## src/rtl/fetch_pkg.sv

```systemverilog
// Shared types and constants for the instruction fetch unit.
package fetch_pkg;

  typedef enum logic [1:0] {
    RESET_WAIT = 2'd0,
    FETCH      = 2'd1,
    DRAIN      = 2'd2
  } fetch_state_e;

  localparam int unsigned FIFO_DEPTH = 2;
  localparam int unsigned PC_INCR    = 4;
  // Counter width able to hold 0..FIFO_DEPTH, plus one bit for sums of two counters.
  localparam int unsigned CNT_W      = 2;
  localparam int unsigned SUM_W      = CNT_W + 1;

  // True when in-flight requests plus buffered words leave room for one more request.
  function automatic logic has_room(input logic [CNT_W-1:0] outst,
                                    input logic [CNT_W-1:0] buffered);
    return (SUM_W'(outst) + SUM_W'(buffered)) < SUM_W'(FIFO_DEPTH);
  endfunction

endpackage

```

## src/rtl/fetch_fifo.sv

```systemverilog
// Two-entry shift FIFO; entry 0 is always the head so the head output comes straight from a flop.
module fetch_fifo
  import fetch_pkg::*;
#(
  parameter int unsigned WIDTH = 64
) (
  input  logic             clk,
  input  logic             rst,
  input  logic             push,
  input  logic [WIDTH-1:0] push_data,
  input  logic             pop,
  input  logic             flush,
  output logic [WIDTH-1:0] head_data,
  output logic [CNT_W-1:0] count,
  output logic             full,
  output logic             empty
);

  logic [WIDTH-1:0] data_q [FIFO_DEPTH];
  logic [WIDTH-1:0] data_d [FIFO_DEPTH];
  logic [CNT_W-1:0] count_q, count_d, count_kept;

  // Pop shifts entry 1 forward; push lands in the first free slot after the pop.
  always_comb begin
    data_d     = data_q;
    count_kept = count_q;
    if (pop && (count_q != '0)) begin
      data_d[0]  = data_q[1];
      count_kept = count_q - CNT_W'(1);
    end
    count_d = count_kept;
    if (push && (count_kept < CNT_W'(FIFO_DEPTH))) begin
      if (count_kept == '0) begin
        data_d[0] = push_data;
      end else begin
        data_d[1] = push_data;
      end
      count_d = count_kept + CNT_W'(1);
    end
    if (flush) begin
      count_d = '0;
    end
  end

  always_ff @(posedge clk) begin
    if (rst) begin
      data_q  <= '{default: '0};
      count_q <= '0;
    end else begin
      data_q  <= data_d;
      count_q <= count_d;
    end
  end

  assign head_data = data_q[0];
  assign count     = count_q;
  assign full      = (count_q == CNT_W'(FIFO_DEPTH));
  assign empty     = (count_q == '0);

endmodule

```

## src/rtl/instr_fetch.sv

```systemverilog
// Instruction fetch: in-order memory requests, 2-entry instruction buffer, branch redirect with stale-response drain.
// Optional FETCH_REDIRECT_COUNT_EN adds a 32-bit redirect_count output.
module instr_fetch
  import fetch_pkg::*;
#(
  parameter int unsigned              ADDRESS_WIDTH = 32,
  parameter logic [ADDRESS_WIDTH-1:0] RESET_PC      = ADDRESS_WIDTH'(32'h0000_0000)
) (
  input  logic                     clk,
  input  logic                     rst,
  output logic                     imem_req_valid,
  input  logic                     imem_req_ready,
  output logic [ADDRESS_WIDTH-1:0] imem_req_addr,
  input  logic                     imem_rsp_valid,
  input  logic [ADDRESS_WIDTH-1:0] imem_rsp_data,
  output logic [ADDRESS_WIDTH-1:0] instr,
  output logic [ADDRESS_WIDTH-1:0] instr_pc,
  output logic                     instr_valid,
  input  logic                     instr_ready,
  input  logic                     PCsrc,
  input  logic [ADDRESS_WIDTH-1:0] ImmOp
`ifdef FETCH_REDIRECT_COUNT_EN
  ,
  output logic [31:0]              redirect_count
`endif
);

  localparam int unsigned     AW         = ADDRESS_WIDTH;
  localparam logic [AW-1:0]   ALIGN_MASK = ~AW'(3);

  fetch_state_e     state_q, state_d;
  logic [AW-1:0]    pc_q, pc_d;
  logic [AW-1:0]    rsp_pc_q, rsp_pc_d;
  logic             req_valid_q, req_valid_d;
  logic [CNT_W-1:0] outst_q, outst_d;
  logic [CNT_W-1:0] discard_q, discard_d;

  logic             req_fire, instr_fire, redirect, push;
  logic             fifo_full, fifo_empty;
  logic [CNT_W-1:0] fifo_count, outst_next, buf_next;
  logic [AW-1:0]    target;
  logic [2*AW-1:0]  fifo_head;

  assign req_fire   = req_valid_q && imem_req_ready;
  assign instr_fire = !fifo_empty && instr_ready;
  assign redirect   = instr_fire && PCsrc;
  assign target     = instr_pc + (ImmOp & ALIGN_MASK);
  // Only FETCH keeps responses; a response racing a redirect is stale.
  assign push       = imem_rsp_valid && (state_q == FETCH) && !redirect && !fifo_full;
  assign outst_next = outst_q + CNT_W'(req_fire) - CNT_W'(imem_rsp_valid);
  assign buf_next   = fifo_count + CNT_W'(push) - CNT_W'(instr_fire);

  fetch_fifo #(
    .WIDTH (2 * AW)
  ) u_fifo (
    .clk       (clk),
    .rst       (rst),
    .push      (push),
    .push_data ({rsp_pc_q, imem_rsp_data}),
    .pop       (instr_fire),
    .flush     (redirect),
    .head_data (fifo_head),
    .count     (fifo_count),
    .full      (fifo_full),
    .empty     (fifo_empty)
  );

  // Request valid is registered, so it is computed from next-cycle occupancy.
  always_comb begin
    state_d     = state_q;
    pc_d        = pc_q;
    rsp_pc_d    = rsp_pc_q;
    req_valid_d = req_valid_q;
    outst_d     = outst_next;
    discard_d   = discard_q;
    if (req_fire) begin
      pc_d = pc_q + AW'(PC_INCR);
    end
    if (push) begin
      rsp_pc_d = rsp_pc_q + AW'(PC_INCR);
    end
    case (state_q)
      RESET_WAIT: begin
        state_d     = FETCH;
        req_valid_d = 1'b1;
      end
      FETCH: begin
        if (redirect) begin
          pc_d      = target;
          rsp_pc_d  = target;
          discard_d = outst_next;
          if (outst_next != '0) begin
            state_d     = DRAIN;
            req_valid_d = 1'b0;
          end else begin
            req_valid_d = 1'b1;
          end
        end else begin
          req_valid_d = has_room(outst_next, buf_next);
        end
      end
      DRAIN: begin
        req_valid_d = 1'b0;
        if (imem_rsp_valid) begin
          discard_d = discard_q - CNT_W'(1);
          if (discard_q == CNT_W'(1)) begin
            state_d     = FETCH;
            req_valid_d = 1'b1;
          end
        end
      end
      default: begin
        state_d     = RESET_WAIT;
        req_valid_d = 1'b0;
      end
    endcase
  end

  always_ff @(posedge clk) begin
    if (rst) begin
      state_q     <= RESET_WAIT;
      pc_q        <= RESET_PC;
      rsp_pc_q    <= RESET_PC;
      req_valid_q <= 1'b0;
      outst_q     <= '0;
      discard_q   <= '0;
    end else begin
      state_q     <= state_d;
      pc_q        <= pc_d;
      rsp_pc_q    <= rsp_pc_d;
      req_valid_q <= req_valid_d;
      outst_q     <= outst_d;
      discard_q   <= discard_d;
    end
  end

  assign imem_req_valid    = req_valid_q;
  assign imem_req_addr     = pc_q;
  assign {instr_pc, instr} = fifo_head;
  assign instr_valid       = !fifo_empty;

`ifdef FETCH_REDIRECT_COUNT_EN
  logic [31:0] redirect_count_q, redirect_count_d;

  always_comb begin
    redirect_count_d = redirect_count_q;
    if (redirect) begin
      redirect_count_d = redirect_count_q + 32'd1;
    end
  end

  always_ff @(posedge clk) begin
    if (rst) begin
      redirect_count_q <= '0;
    end else begin
      redirect_count_q <= redirect_count_d;
    end
  end

  assign redirect_count = redirect_count_q;
`endif

endmodule

```

## config.mk

```make
export PLATFORM = sky130hd
export DESIGN_NAME = instr_fetch
export DESIGN_NICKNAME = d
export VERILOG_FILES = /design/src/rtl/fetch_pkg.sv /design/src/rtl/fetch_fifo.sv /design/src/rtl/instr_fetch.sv
export SDC_FILE = /design/constraint.sdc
export NUM_CORES = 1
export LEC_CHECK = 0
export ABC_AREA = 1
export BUFFER_PORTS_ARGS = -buffer_cell sky130_fd_sc_hd__buf_2
export CORE_AREA = 2 2 166 168
export DETAILED_ROUTE_END_ITERATION = 7
export DIE_AREA = 0 0 168 170
export GPL_TIMING_DRIVEN = 0
export PLACE_DENSITY_LB_ADDON = 0.3
export SYNTH_ARGS = -nofsm -noshare
export SYNTH_HDL_FRONTEND = slang
export SYNTH_HIERARCHICAL = 1
export SYNTH_SLANG_ARGS = --single-unit
```

## constraint.sdc

```tcl
create_clock -name clk -period 3.07 [get_ports clk]
set_input_delay 0.614 -clock clk [delete_from_list [all_inputs] [get_ports clk]]
set_output_delay 0.614 -clock clk [all_outputs]
set_load 0.005 [all_outputs]
```

==> reports/results.ini, run 1 <==
[outcome]
status=finished clean

[finish]
finalInstanceArea_um2=15100
syn_to_final_growth_pct=14.3
mostFrequentLayoutCells=nand2_1, nor2_1, inv_1, dfxtp_1, buf_2
layout.nets=2445
diodes=0
seq_area_um2=3980
multi_input_area_um2=7300
layout_commonest_cell=nand2_1
nFillCells=2708
drive_gt1_share_pct=15.4
utilization_pct=56.5

[cts]
cts-buffers-inserted=17
worst_skew_pair.late_latency_ns=0.45
clkTransAtPathRegs_ns=0.09
root_buffer=clkbuf_16
htree_levels=4
postCtsHoldBufs=0
cts_tree=built
cts-resized-gates=0
cts_buffer_depth=2
clkSinkCount=199
post-cts-setup-buffers=0

[worst_hold_path]
min_from=imem_rsp_data[15]
holdPathEnd=u_fifo/head_data[15]
hold_class=input pin to register
min_path_cells=3

[routing]
drc=0
vias_per_cell=5.37
final_antenna_net_count=0
vias=14400
first_pass_iters=6
wl_per_cell_um=15.8
drtIter0Drc=1071
wl_mm=42.4

[synth]
synthTopCellsByArea=dfxtp_1, nand2_1, nor2_1
synthCells=2151
synth_flop_cell=dfxtp_1
yosysWarnings=6
synth_top_area_share_pct=30.2
synth_edf_count=0
synth_area_um2=13200
synth-async-reset-ratio_pct=0
synth_top_area_cell=dfxtp_1
syn-num-nets=2261
ys_types=37
synth_seq_area_share_pct=30.2
syn_avg_cell_area_um2=6.13
ys_seq_elements=199

[floorplan]
num_rows=60
dieWidth_um=168
ios=168
start_util_pct=49.5
core_um2=26700
dieHeight_um=170
die-area_um2=28600

[timing]
rsz0062_at_grt=no
slew_viol_final=0
max_freq_ghz=0.355
setup_violations=0
max_slew.worst_pin.slew_ns=0.824
hold_viol=0
layout_min_cycle_time_ns=2.82
maxSlewHeadroom_pct=45.0
post-route-period-util_pct=91.7
fin_setup_tns_ns=0
clock_skew_ns=0.0198

[setup_path]
path_class=register to register
reg2reg_slack_ns=0.25
crit_arrival_ns=3.12
startpoint_type=register
cp.required_ns=3.37
reg2reg_from=u_fifo/count[0]
worstRegToRegCells=11
cp-end-kind=register
cp_max_fo=6
r2r_end=imem_req_valid

[place]
gp_congestion=0.923
portBuffers=165
placed_area_um2=14400
dp_hpwl_mm=32.6

[grt]
grt_pass1_vias=12900
grtUsageMet2_pct=49.9
gr-total-overflow=0
grt_util_met1_pct=36.9
use_met3_pct=3.05
grt_pass1_wl_mm=65.8
grt_max_degree=22
track_usage_pct=28.9
antenna_found_initial=0
grt.busiest_layer=met2

[job]
max_cap_violations=0

[power]
max-vdd-ir-drop_mv=0.290
leakage_uw=0.00743
power_density_nw_per_um2=485

logic make-up (layout without fill, tap and decap cells):
logic type | count (synthesis) | in the layout | synth area share [%]
AOI/OAI and AO/OA | 162 | 162 | 6.45
xor gates and xnor gates | 13 | 13 | 0.863
adders and majority gates | 40 | 40 | 3.91
buffers and inverters | 415 | 612 | 14.4
DFF | 199 | 199 | 30.2
and+or+nand+nor | 1322 | 1322 | 44.1
power by group:
group          internal, uW  switching, uW  leakage, uW
Combinational           754           1280      0.00551
Clock                  1190           1200     0.000303
Sequential             2760            125      0.00162
Total                  4700           2610      0.00743
layer usage:
metal,vias to the layer above,wire length (um)
li1,7201,-
met4,0,1390
met2,543,20100
met3,93,2520
met1,6611,18400
met5,-,0
state kept, by name (all words and copies together), names as in the netlist:
register and count:
discard_q 2, u_fifo/data_q 64, imem_req_addr 31, imem_req_valid 1, u_fifo/head_data 64, u_fifo/count 2, outst_q 2, state_q 2
rsp_pc_q 31
through the flow:
| step | hold WS (ns) | instances | worst slack, ns | power [uW] |
|---|---|---|---|---|
| after floorplan | 0.456 | 2151 | 0.667 | 4330 |
| after global placement | 0.464 | 2657 | 0.301 | 4910 |
| after detailed placement | 0.472 | 2657 | 0.251 | 4950 |
| after CTS | 0.394 | 2689 | 0.241 | 7310 |
| after global routing | 0.398 | 2689 | 0.128 | 7690 |
| final | 0.398 | 2689 | 0.254 | 7310 |
area by class of cell:
class                      instances  area share, %
clock inverter                    15           1.34
multi-input combinational       1537           48.5
clock buffer                      17           2.82
sequential                       199           26.4
tap                              341           2.83
inverter                         245           6.10
buffer                           170           6.53
timing repair buffer             165           5.48
synthesized netlist by cell type, drive strengths merged, types with 13 or more instances:
cell type and n:
nor3 22, ha 38, nand2 595, o21ai 36, buf 130, or2 13
nand4 137, nor2 356, inv 245, dfxtp 199, clkbuf 40, nand3 189
a21oi 110
worst max-delay path: stages (launching register included):
cell and delay, ns:
dfxtp_1 0.42, inv_1 0.12, ha_1 0.27, nor2_1 0.36, ha_1 0.31, inv_1 0.05
ha_1 0.14, xnor2_1 0.13, xor2_1 0.21, fa_1 0.44, nand4_1 0.11, a31oi_1 0.09
worst max-delay path by stage:
| stage | startpoint | endpoint | slack (ns) | cells after the start |
|---|---|---|---|---|
| 2_1_floorplan | u_fifo/count[0] | imem_req_valid | 0.67 | 11 |
| 3_3_place_gp | u_fifo/count[0] | imem_req_valid | 0.30 | 11 |
| 3_5_place_dp | u_fifo/count[0] | imem_req_valid | 0.25 | 11 |
| 4_1_cts | u_fifo/count[0] | imem_req_valid | 0.24 | 11 |
| 5_1_grt | u_fifo/count[0] | imem_req_valid | 0.13 | 11 |
| 6_report | u_fifo/count[0] | imem_req_valid | 0.25 | 11 |
Note: power is estimated with default switching activity, not from simulation.
==> run 2: changes to the inputs <==
CORE_AREA = 2 2 159 161   (was 2 2 166 168)
DIE_AREA = 0 0 161 163   (was 0 0 168 170)
SYNTH_HIERARCHICAL = not set   (was 1)
==> run 2 against run 1 <==
Net effect:
- global-route usage rose by 1.3 points
- critical path depth fell by 3
- worst setup slack improved by 0.0055 ns
- clock skew rose by 0.0012 ns
- critical endpoint is now imem_req_addr[14]
- critical path type unchanged
- cell area fell by 7.9%
- combinational power rose by 110%
- final cell count fell by 13%
- maximum frequency rose by 0.20%
- non-clock buffer count fell by 20
- utilization fell by 0.32 points
- worst hold slack improved by 0.033 ns
- sequential power rose by 22%
- highest routed layer unchanged
==> reports/results.ini, run 2 <==
[grt]
antenna_found_initial=0  ; unchanged
grt_max_degree=21  ; was 22
grt_pass1_vias=11600  ; was 12900
track_usage_pct=30.2  ; was 28.9%
gr-total-overflow=0  ; unchanged
grt_pass1_wl_mm=62.2  ; was 65.8 mm

[synth]
synth_flop_cell=dfxtp_1  ; unchanged
yosysWarnings=0  ; was 6
synth_top_area_share_pct=33.1  ; was 30.2%
synth_common_cells=nand2_1, dfxtp_1, nand3_1  ; was nand2_1, nor2_1, inv_1
synth-simple-area-share_pct=32.9  ; was 44.1%
synth-compound-area-share_pct=15.4  ; was 6.45%
synthTopCellsByArea=dfxtp_1, nand2_1, nand3_1  ; was dfxtp_1, nand2_1, nor2_1
synth-async-reset-ratio_pct=0  ; unchanged
ys_types=46  ; was 37
syn_avg_cell_area_um2=6.62  ; was 6.13 um^2
synth_top_family_by_area=simple AND/OR/NAND/NOR gates  ; unchanged
syn-num-nets=1927  ; was 2261
synth_edf_count=0  ; unchanged
synthCells=1816  ; was 2151
synth_top_area_cell=dfxtp_1  ; unchanged
synth_area_um2=12000  ; was 13200 um^2
ys_seq_elements=199  ; unchanged
synth_xor_area_share_pct=1.31  ; was 0.863%
muxShareOfSynthArea_pct=0  ; unchanged
yosysMostFrequentCell=nand2_1  ; unchanged
yosys.area_share.adder_pct=4.39  ; was 3.91%
synth_seq_area_share_pct=33.1  ; was 30.2%

[cts]
cts_buffer_depth=2  ; unchanged
clkTransAtPathRegs_ns=0.09  ; about the same
clkSinkCount=199  ; unchanged
cts-buffers-inserted=17  ; unchanged
worst_skew_pair.late_latency_ns=0.45  ; about the same
htree_levels=4  ; unchanged
cts_tree=built  ; unchanged
root_buffer=clkbuf_16  ; unchanged
post-cts-setup-buffers=0  ; unchanged

[timing]
layout_min_cycle_time_ns=2.81  ; was 2.82 ns
hold_viol=0  ; unchanged
slew_viol_final=0  ; unchanged
max_slew.worst_pin.slew_ns=0.993  ; was 0.824 ns
max_freq_ghz=0.356  ; was 0.355 GHz
fin_setup_tns_ns=0  ; unchanged
rsz0062_at_grt=no  ; unchanged
maxSlewHeadroom_pct=33.1  ; was 45.0%
setup_violations=0  ; unchanged
post-route-period-util_pct=91.5  ; was 91.7%
clock_skew_ns=0.0210  ; was 0.0198 ns

[setup_path]
max_stage_delay_ns=0.84  ; was 0.44 ns
worstRegToRegCells=8  ; was 11
cp-end-kind=register  ; unchanged
cp_max_fo=5  ; was 6
crit_arrival_ns=3.12  ; about the same
worst_path_max_delay_cell=o21ai_0  ; was fa_1
timing.critical_path.mode_cell=nand3_1  ; was ha_1
cp.required_ns=3.38  ; was 3.37 ns
path_cells=ha_1, fa_1, nand3_1, nand3_1, nand3_1, nand3_1, o21ai_0, a21oi_1  ; was inv_1, ha_1, nor2_1, ha_1, inv_1, ha_1, xnor2_1, xor2_1, fa_1, nand4_1, a31oi_1
reg2reg_from=u_fifo.head_data[34]  ; was u_fifo/count[0]
path_class=register to register  ; unchanged
crit_start=u_fifo.head_data[34]  ; was u_fifo/count[0]
endpoint=imem_req_addr[14]  ; was imem_req_valid
reg2reg_slack_ns=0.26  ; was 0.25 ns
startpoint_type=register  ; unchanged
r2r_end=imem_req_addr[14]  ; was imem_req_valid

[finish]
finalInstanceArea_um2=13900  ; was 15100 um^2
diodes=0  ; unchanged
multi_input_area_um2=6500  ; was 7300 um^2
mostFrequentLayoutCells=nand2_1, dfxtp_1, buf_2, nand3_1, inv_1  ; was nand2_1, nor2_1, inv_1, dfxtp_1, buf_2
layout.nets=2110  ; was 2445
drive_gt1_share_pct=17.6  ; was 15.4%
nFillCells=2463  ; was 2708
utilization_pct=56.2  ; was 56.5%
layout_commonest_cell=nand2_1  ; unchanged
seq_area_um2=3980  ; unchanged
syn_to_final_growth_pct=15.4  ; was 14.3%

[floorplan]
ios=168  ; unchanged
dieHeight_um=163  ; was 170 um
start_util_pct=48.7  ; was 49.5%
core_um2=24700  ; was 26700 um^2
num_rows=58  ; was 60
dieWidth_um=161  ; was 168 um
die-area_um2=26200  ; was 28600 um^2

[routing]
vias_per_cell=5.48  ; was 5.37
wl_per_cell_um=17.2  ; was 15.8 um
wl_mm=40.3  ; was 42.4 mm
vias=12800  ; was 14400
final_antenna_net_count=0  ; unchanged
drtIter0Drc=1167  ; was 1071
first_pass_iters=7  ; was 6
drc=0  ; unchanged

[power]
power_density_nw_per_um2=737  ; was 485 nW/um^2
leakage_uw=0.00624  ; was 0.00743 uW
max-vdd-ir-drop_mv=0.452  ; was 0.290 mV
total_power_uw=10200  ; was 7310 uW

[place]
placed_area_um2=13300  ; was 14400 um^2
gp_congestion=0.934  ; was 0.923
portBuffers=165  ; unchanged
dp_hpwl_mm=31.3  ; was 32.6 mm

[job]
max_cap_violations=0  ; unchanged

[outcome]
status=finished clean  ; unchanged

[worst_hold_path]
hold_class=input pin to register  ; unchanged

## run 2: cell types whose count changed after synthesis, moves of 8 or more
cell,previous run,this run
nor2_1,338,103
nand4_1,137,24
inv_1,241,169
nand2_1,587,517
a21oi_1,109,165
o21ai_0,35,85
a31oi_1,3,50
buf_1,20,1
a311oi_1,0,15
nor3_1,17,26
or2_2,13,4
nand3_1,184,176
## run 2: cell families (layout without fill, tap and decap cells)
group	count (synthesis)	in the layout
xor+xnor	18	18
fa+ha+maj	41	41
simple gates	895	895
flops	199	199
compound gates	335	335
buf+inv	328	524
## run 2: area by class of cell
class | instances | share of cell area, %
plain buffers | 150 | 6.34
clock buffers | 17 | 3.07
clock inverters | 15 | 1.30
inverters | 177 | 4.80
multi-input cells | 1289 | 46.9
flip-flops and latches | 199 | 28.7
well taps | 330 | 2.98
repair buffers | 165 | 5.95
## run 2: worst min-delay path by stage
stage / end / startpoint / cells past startpoint
after floorplan: u_fifo.data_q[13] / u_fifo.data_q[13] / 2
after global placement: u_fifo.data_q[20] / u_fifo.data_q[20] / 2
after detailed placement: u_fifo.data_q[40] / u_fifo.data_q[40] / 2
after CTS: u_fifo.data_q[26] / imem_rsp_data[26] / 3
after global routing: u_fifo.data_q[18] / imem_rsp_data[18] / 3
final: u_fifo.data_q[26] / imem_rsp_data[26] / 3
## run 2: power breakdown
group | switching [uW] | internal (uW)
sequential | 496 | 3050
clock | 1170 | 1170
combinational | 2710 | 1640
total | 4380 | 5850
## run 2: timing repair
item	in CTS	in global routing
gates resized for setup	1	3
hold buffers	0	0
setup endpoints to repair	1	1
pin swaps	0	0
## run 2: per-stage QoR
step	std cells	hold slack, ns	setup slack [ns]
final	2342	0.431	0.260
after global routing	2342	0.432	0.0802
after CTS	2342	0.439	0.143
after detailed placement	2311	0.452	-0.314
after global placement	2311	0.448	-0.300
after floorplan	1816	0.440	0.186
## run 2: metal layers
metal	part of all wire (%)	up-vias	GRT usage, %
met5	0	-	0
met4	4.4	0	13.5
met3	8.8	87	4.18
met2	44	579	48.2
met1	43	5873	40.8
li1	-	6297	-
## run 2: critical path: cells and delay by family, from the launching register on
kind	cells	cell delay, ns
compound gates	2	1.00
fa+ha+maj	2	0.76
simple gates	4	0.56
flops	1	0.33
